[src/rtl/shifter_pkg.sv]
// shifter_pkg: mode and state encodings shared by the shamt_shifter slice.
package shifter_pkg;
    typedef enum logic [1:0] {SH_SLL = 2'b00, SH_SRL = 2'b01, SH_SRA = 2'b10, SH_ROR = 2'b11} mode_e;
    typedef enum logic [1:0] {ST_IDLE = 2'b00, ST_SHIFT = 2'b01, ST_DONE = 2'b10} state_e;
endpackage

[src/rtl/shamt_select.sv]
// shamt_select: picks the shift amount from the shamt field or the low bits of a register operand.
module shamt_select #(
    parameter int DATA_W  = 32,
    parameter int SHAMT_W = $clog2(DATA_W)
) (
    input  logic               amt_src,
    input  logic [SHAMT_W-1:0] shamt_imm,
    input  logic [DATA_W-1:0]  amt_reg,
    output logic [SHAMT_W-1:0] amt
);
    logic unused_hi;
    assign unused_hi = ^amt_reg[DATA_W-1:SHAMT_W];
    assign amt = amt_src ? amt_reg[SHAMT_W-1:0] : shamt_imm;
endmodule

[src/rtl/shamt_shifter.sv]
// shamt_shifter: one-bit-per-cycle shift unit; SHAMT_SHIFTER_ROTATE_EN enables mode 11 (ROR).
module shamt_shifter
    import shifter_pkg::*;
#(
    parameter int DATA_W  = 32,
    parameter int SHAMT_W = $clog2(DATA_W)
) (
    input  logic               clk,
    input  logic               reset,
    input  logic               start,
    input  logic [1:0]         mode,
    input  logic               amt_src,
    input  logic [SHAMT_W-1:0] shamt_imm,
    input  logic [DATA_W-1:0]  amt_reg,
    input  logic [DATA_W-1:0]  din,
    output logic               busy,
    output logic               done,
    output logic               illegal,
    output logic [DATA_W-1:0]  result
);
    state_e              state_q, state_d;
    mode_e               mode_q, mode_d;
    logic [DATA_W-1:0]   data_q, data_d, result_q, result_d, shifted;
    logic [SHAMT_W-1:0]  cnt_q, cnt_d, amt_sel, amt_eff;
    logic                fill;

    shamt_select #(.DATA_W(DATA_W), .SHAMT_W(SHAMT_W)) u_sel (
        .amt_src   (amt_src),
        .shamt_imm (shamt_imm),
        .amt_reg   (amt_reg),
        .amt       (amt_sel)
    );

`ifdef SHAMT_SHIFTER_ROTATE_EN
    assign amt_eff = amt_sel;
    assign fill    = (mode_q == SH_ROR) ? data_q[0] : (mode_q == SH_SRA) & data_q[DATA_W-1];
`else
    // Unsupported rotate completes immediately as a zero-length pass-through.
    assign amt_eff = (mode == SH_ROR) ? '0 : amt_sel;
    assign fill    = (mode_q == SH_SRA) & data_q[DATA_W-1];
`endif
    assign shifted = (mode_q == SH_SLL) ? {data_q[DATA_W-2:0], 1'b0} : {fill, data_q[DATA_W-1:1]};

    always_ff @(posedge clk) begin
        if (reset) begin
            state_q  <= ST_IDLE;
            mode_q   <= SH_SLL;
            data_q   <= '0;
            result_q <= '0;
            cnt_q    <= '0;
        end else begin
            state_q  <= state_d;
            mode_q   <= mode_d;
            data_q   <= data_d;
            result_q <= result_d;
            cnt_q    <= cnt_d;
        end
    end

    // result is loaded on entry to DONE so it is already valid while done is high.
    always_comb begin
        state_d  = state_q;
        mode_d   = mode_q;
        data_d   = data_q;
        result_d = result_q;
        cnt_d    = cnt_q;
        case (state_q)
            ST_IDLE: if (start) begin
                data_d   = din;
                mode_d   = mode_e'(mode);
                cnt_d    = amt_eff;
                state_d  = (amt_eff == '0) ? ST_DONE : ST_SHIFT;
                result_d = (amt_eff == '0) ? din : result_q;
            end
            ST_SHIFT: begin
                data_d   = shifted;
                cnt_d    = cnt_q - SHAMT_W'(1);
                state_d  = (cnt_q == SHAMT_W'(1)) ? ST_DONE : ST_SHIFT;
                result_d = (cnt_q == SHAMT_W'(1)) ? shifted : result_q;
            end
            ST_DONE:  state_d = ST_IDLE;
            default:  state_d = ST_IDLE;
        endcase
    end

    always_comb begin
        busy    = state_q != ST_IDLE;
        done    = state_q == ST_DONE;
`ifdef SHAMT_SHIFTER_ROTATE_EN
        illegal = 1'b0;
`else
        illegal = done && mode_q == SH_ROR;
`endif
        result  = result_q;
    end
endmodule
[config.mk]
export PLATFORM = sky130hd
export DESIGN_NAME = shamt_shifter
export DESIGN_NICKNAME = d
export VERILOG_FILES = /design/src/rtl/shifter_pkg.sv /design/src/rtl/shamt_select.sv /design/src/rtl/shamt_shifter.sv
export SDC_FILE = /design/constraint.sdc
export NUM_CORES = 1
export LEC_CHECK = 0
export BUFFER_PORTS_ARGS = -buffer_cell sky130_fd_sc_hd__buf_4
export CAP_MARGIN = 20
export CORE_MARGIN = 4
export CORE_UTILIZATION = 30
export CTS_BUF_LIST = sky130_fd_sc_hd__clkbuf_4
export DETAILED_ROUTE_END_ITERATION = 6
export GPL_ROUTABILITY_DRIVEN = 1
export HOLD_SLACK_MARGIN = 0.15
export SLEW_MARGIN = 20
export SYNTH_ARGS = -nofsm -noshare
export SYNTH_HDL_FRONTEND = slang
export SYNTH_SLANG_ARGS = --single-unit
[constraint.sdc]
create_clock -name clk -period 3.9 [get_ports clk]
set_clock_uncertainty 0.2 [all_clocks]
set_input_delay 0 -clock clk [delete_from_list [all_inputs] [get_ports clk]]
set_output_delay 0 -clock clk [all_outputs]
set_load 0.02 [all_outputs]
* Yosys cells after proc, flatten, opt, wreduce, memory -nomap -nowiden
Index checks and enable logic that the tools add are counted.
Widths: inputs -> output; s select.
** Operators by class
- Reduce and logical (&&, ||, !) cells :: 9
- Equality and inequality tests :: 9
- Multiplexer cells :: 15
- Bitwise operators :: 1
- Add/subtract/negate cells :: 1
** Operators with widths (number)
- $mux 32 :: 5
- $pmux 32 s2 :: 2
- $mux 5 :: 3
- $pmux 5 s2 :: 1
- $eq 2x2->1 const B :: 4
- $mux 2 :: 3
- $ne 2x2->1 const B :: 3
- $eq 5x1->1 const B :: 1
- $logic_not 5->1 :: 1
- $sub 5x1->5 const B :: 1
- $logic_not 2->1 :: 2
- $pmux 2 s2 :: 1
- $reduce_and 2->1 :: 2
- $reduce_and 4->1 :: 1
- $reduce_bool 2->1 :: 2
- $eq 2x1->1 const B :: 1
- $and 1x1->1 :: 1
- $logic_and 1x1->1 :: 1
** Storage, ports and cells
- Logic and storage cells :: 40
- Output and inout bits :: 35
- Bits in registers :: 73
- Bits of input ports :: 75

* Longest topological paths before layout
- Word-level depth :: 6
- Gate-level depth with buffers :: 9
- Mapped depth without buffers :: 6

* Hierarchy
From an unflattened synthesis, not the netlist that was laid out.
** Second synthesis, totals
- Cell total of the unflattened synthesis :: 467
- Area, all modules :: 4042.6 um2
** Modules (own cells, without submodules)
- shamt_shifter :: area each 3986.3 um2, cells an instance 462, sequential area each 1461.4 um2, instances 1
- shamt_select :: area each 56.3 um2, cells an instance 5, sequential area each 0.0 um2, instances 1

* Worst setup path after synthesis
OpenSTA, ideal clock, no wires.
- Path kind :: flip-flop to flip-flop
- Start point :: register cnt_q[1]
- End point :: register result_q[22], in the netlist result[22]
- Buffers on the path :: 1
- Data arrival time :: 1.550 ns
- Slack :: 2.035 ns
- Stages on the path, launching flop included :: 8
- Data required time :: 3.585 ns
- Path through :: dfxtp_1 > inv_1 > ha_1 > and4b_1 > a211oi_4 > nor2_2 > buf_2 > a31o_1
** On the way
- Cells in the longest elaborated chain, start to end :: 3
** RTL lines
- from (decl) :: RTL line shamt_shifter.sv:24 : logic [SHAMT_W-1:0] cnt_q, cnt_d, amt_sel, amt_eff;
- from (signal assigned) :: RTL line shamt_shifter.sv:56 : cnt_q <= cnt_d;
- $eq 5x1->1 :: RTL line shamt_shifter.sv:79 : result_d = (cnt_q == SHAMT_W'(1)) ? shifted : result_q;
- $ne 2x2->1 (no source line)
- $reduce_and 4->1 (no source line)
- to (signal assigned) :: RTL line shamt_shifter.sv:55 : result_q <= result_d;
- to (decl) :: RTL line shamt_shifter.sv:23 : logic [DATA_W-1:0] data_q, data_d, result_q, result_d, shifted;
Every way passes these cells.
A chain may end at the register's enable or synchronous reset.

* Worst setup path after layout
- Start point :: input port amt_src
- End point :: register state_q[0]
** On the way
- Cells in the longest elaborated chain, start to end :: 6
** RTL lines
- from (decl) :: RTL line shamt_shifter.sv:12 : input logic amt_src,
- $mux 5 :: RTL line shamt_select.sv:13 : assign amt = amt_src ? amt_reg[SHAMT_W-1:0] : shamt_imm;
- $mux 5 :: RTL line shamt_shifter.sv:39 : assign amt_eff = (mode == SH_ROR) ? '0 : amt_sel;
- $logic_not 5->1 :: RTL line shamt_shifter.sv:72 : state_d = (amt_eff == '0) ? ST_DONE : ST_SHIFT;
- $mux 2 :: RTL line shamt_shifter.sv:72
- $mux 2 :: RTL line shamt_shifter.sv:68 : ST_IDLE: if (start) begin
- $pmux 2 s2 :: RTL line shamt_shifter.sv:67 : case (state_q)
- to (signal assigned) :: RTL line shamt_shifter.sv:52 : state_q <= state_d;
- to (decl) :: RTL line shamt_shifter.sv:21 : state_e state_q, state_d;
Every way passes these cells. The select of a mux whose other input is x is not followed.

==> metrics.md <==
| Metric | Value |
|---|---|
| Worst setup endpoint | `state_q[0]$_SDFFE_PP0P_` |
| Pins Over Slew Limit | `0` |
| GRT busiest layer | `met2` |
| Clk buf depth | `2` |
| Global routing usage on met1 | `17.04%` |
| Routed WL | `9.895 mm` |
| Non-filler cells, final | `725` |
| Mapped Nets | `513` |
| Antenna Nets Post-Route | `0` |
| Relative slew slack | `52.24%` |
| Routed WL per cell | `13.65 µm` |
| Slowest cell on crit path | `dlygate4sd3_1` |
| Crit-path max cell delay | `570 ps` |
| RSZ-0062 raised after global routing | `false` |
| Max_cap viols | `0` |
| Critical path class | `primary input to flop` |
| Hold Violations, Final | `0` |
| Met2 Track Usage GR | `24.35%` |
| Worst setup path start | `amt_src` |
| Power Density | `360.2 mW/mm²` |
| Worst flop-to-flop path startpoint | `state_q[1]$_SDFFE_PP0P_` |
| Initial cell density of the core | `31.25%` |
| Fillers | `1240` |
| Sink Count | `73` |
| CP delay by family, top | `buffers and inverters` |
| FP Rows | `40` |
| Mapped Area | `0.003816 mm²` |
| Number of global-route vias before repair | `3510` |
| Final net count | `630` |
| I/O pin count | `110` |
| Worst r2r dst | `data_q[31]$_SDFFE_PP0P_` |
| R2r setup slk | `850 ps` |
| Worst-path clk slew | `110 ps` |
| Post-synth EDFFs | `0` |
| Die W | `120.8 µm` |
| Synth unique cells | `49` |
| Final min period | `3087 ps` |
| Clock Tree Root | `clkbuf_4` |
| IO buf count | `82` |
| Initial antenna violation count | `0` |
| Share of the synthesized area in the top cell type | `38.30%` |
| Worst min-delay path class | `flop to flop` |
| Worst slew pin tran | `716.4 ps` |
| Crit path cell chain | `dlygate4sd3_1, buf_4, mux2_1, dlygate4sd3_1, nand2_1, a211oi_4, buf_4, nor2_1, nor3_1, dlygate4sd3_1` |
| First-pass GRT wire length | `16.77 mm` |
| Via density | `4.811` |
| CTS tree | `yes` |
| Worst vdd ir | `129.5 µV` |
| Most used cell along the critical path | `dlygate4sd3_1` |
| Post-Syn Instances | `436` |
| Total die area | `0.01459 mm²` |
| Element type at the critical path end | `flop` |
| DPL Wire Length | `6.616 mm` |
| Drc violations | `0` |
| Area of the multi-input gates | `0.002146 mm²` |
| Crit path launch type | `primary input` |
| Pleak | `0.002322 µW` |
| Initial DRC count | `134` |
| Largest area contributor in the netlist | `dfxtp_1` |
| Grt met3 use | `3.227%` |
| Syn. warnings | `0` |
| Sequential area share after synthesis | `38.30%` |
| Synth-to-layout area growth | `36.03%` |
| Skew-Pair Late Insertion Delay | `410 ps` |
| Die height | `120.8 µm` |
| Primary FF master, synth | `dfxtp_1` |
| Worst Path Max Fanout | `51` |
| Outcome | `complete, no violations` |
| Diodes inserted | `0` |
| CP Depth | `10` |
| Core box area | `0.01221 mm²` |
| R2R cell count | `6` |
| Post-Place Cells | `653` |
| Setup Viol. Count Final | `0` |
| Register Area | `0.001461 mm²` |
| Required @ worst endpoint | `4050 ps` |
| Final core occ | `42.51%` |
| Period utilization | `79.17%` |
| Max frequency | `323.9 MHz` |
| Count of state elements after synthesis | `73` |
| GRT Util Overall | `14.13%` |
| Fin Setup TNS | `0 ps` |
| Buffers & Inverters on Critical Path | `5` |
| Async set or reset register ratio after synthesis | `0%` |
| Top cells by area, synth | `dfxtp_1 (38%), mux2i_1 (9.4%), o21ai_0 (6.7%), nand2_1 (6.0%), mux2_2 (5.3%)` |
| Via count | `3488` |
| Drt pass-1 iters | `4` |
| WP data arrival | `3240 ps` |
| Final Wtd Congestion | `0.8318` |
| Share of layout cells above drive strength 1 | `24.06%` |
| Total grt overflow | `0` |
| Number of buffers created by CTS | `9` |
| Pin count of the biggest net entering global routing | `52` |
| Syn Area/Cell | `8.753 µm²` |
| CTS H-tree depth | `3` |
==> state kept, by name, summed over array words and instances, names as in the netlist <==
signal,flops
data_q,32
cnt_q,5
state_q,2
mode_q,2
result,32
==> worst min path at each step <==
stage | startpoint | end | depth (start not counted)
finish | result[12]$_SDFFE_PP0P_ | result[12]$_SDFFE_PP0P_ | 2
CTS | din[27] | result[27]$_SDFFE_PP0P_ | 5
global route | result[11]$_SDFFE_PP0P_ | result[11]$_SDFFE_PP0P_ | 2
detailed placement | mode[1] | mode_q[1]$_SDFFE_PP0P_ | 3
floorplan | mode[0] | mode_q[0]$_SDFFE_PP0P_ | 2
global placement | mode[1] | mode_q[1]$_SDFFE_PP0P_ | 3
==> area by class of cell <==
cell class	count	area share, %
multi-input cells	320	41.34
flip-flops and latches	73	28.15
repair buffers	145	23.72
well taps	168	4.049
clock buffers	11	1.591
clock inverters	4	0.8677
inverters	4	0.2892
==> power by group <==
part / internal [µW] / switching, µW
logic: 260 / 290
clock network: 203 / 257
registers: 810 / 49.4
==> synthesized netlist by cell type (2+ instances only) <==
cell type  instances
dfxtp_1           73
nand2_1           61
o21ai_0           51
a21oi_1           36
mux2i_1           36
clkbuf_1          20
or3_1             20
and2_1            19
mux2_2            18
nor2_1            12
o211a_1           12
a31o_1            10
buf_2             10
buf_4              6
nor3_1             6
buf_6              3
inv_1              3
a22oi_1            2
a31o_2             2
a31oi_1            2
ha_1               2
nand2b_1           2
nor2_2             2
nor2b_1            2
o32ai_1            2
==> metrics by stage <==
stage / worst slack [ps] / hold WS, ps / power [µW] / cell area (µm²)
2_1_floorplan: 2035 / -56.06 / 1235 / 3816
3_3_place_gp: 1389 / 48.87 / 1369 / 4493
3_5_place_dp: 1364 / 77.77 / 1377 / 4493
4_1_cts: 829.0 / 264.2 / 1895 / 5191
5_1_grt: 684.6 / 298.4 / 1987 / 5191
6_report: 812.5 / 279.7 / 1870 / 5191
==> what timing repair did <==
| item | 4_1_cts | 5_1_grt |
|---|---|---|
| gates resized for setup | 0 | 0 |
| hold buffers | 57 | 0 |
| hold endpoints to repair | 73 | 0 |
| buffers inserted | 0 | 0 |
==> layer usage <==
| layer | wire (µm) | part of all wire, % |
|---|---|---|
| met3 | 338 | 3.4 |
| met5 | 0 | 0 |
| met2 | 4897 | 49 |
| met4 | 180 | 1.8 |
| met1 | 4479 | 45 |
==> cell usage in the layout, fill, tap and decap left out, types with 2 or more instances in the layout <==
cell and n:
a21oi_1 36, inv_1 3, or3_1 20, a31o_1 10, mux2_2 18, dfxtp_1 73, a31oi_1 2, buf_4 88
mux2i_1 36, nor2_2 2, ha_1 2, dlygate4sd3_1 57, nor2_1 11, clkinv_1 3, o21ai_0 51, nor3_1 6
nor2b_1 2, clkbuf_4 11, o211a_1 12, a22oi_1 2, nand2_1 61, a31o_2 2, o32ai_1 2, and2_1 19
==> cell families after synthesis <==
| logic type | count (synthesis) | share of synthesized area, % |
|---|---|---|
| adder cells (fa/ha/maj) | 2 | 0.6556 |
| AO/OA/AOI/OAI | 130 | 22.49 |
| multiplexers | 56 | 15.44 |
| flip-flops | 73 | 38.30 |
| buffers and inverters | 43 | 5.737 |
| AND/OR/NAND/NOR | 132 | 17.38 |
==> worst register-to-register path: stages (launching register included) <==
cell and delay (ps):
dfxtp_1 610, nand2b_2 570, buf_4 430, nor3_1 100, a211oi_1 360, nor3_1 90
dlygate4sd3_1 570
Note: power is estimated with default switching activity, not from simulation.
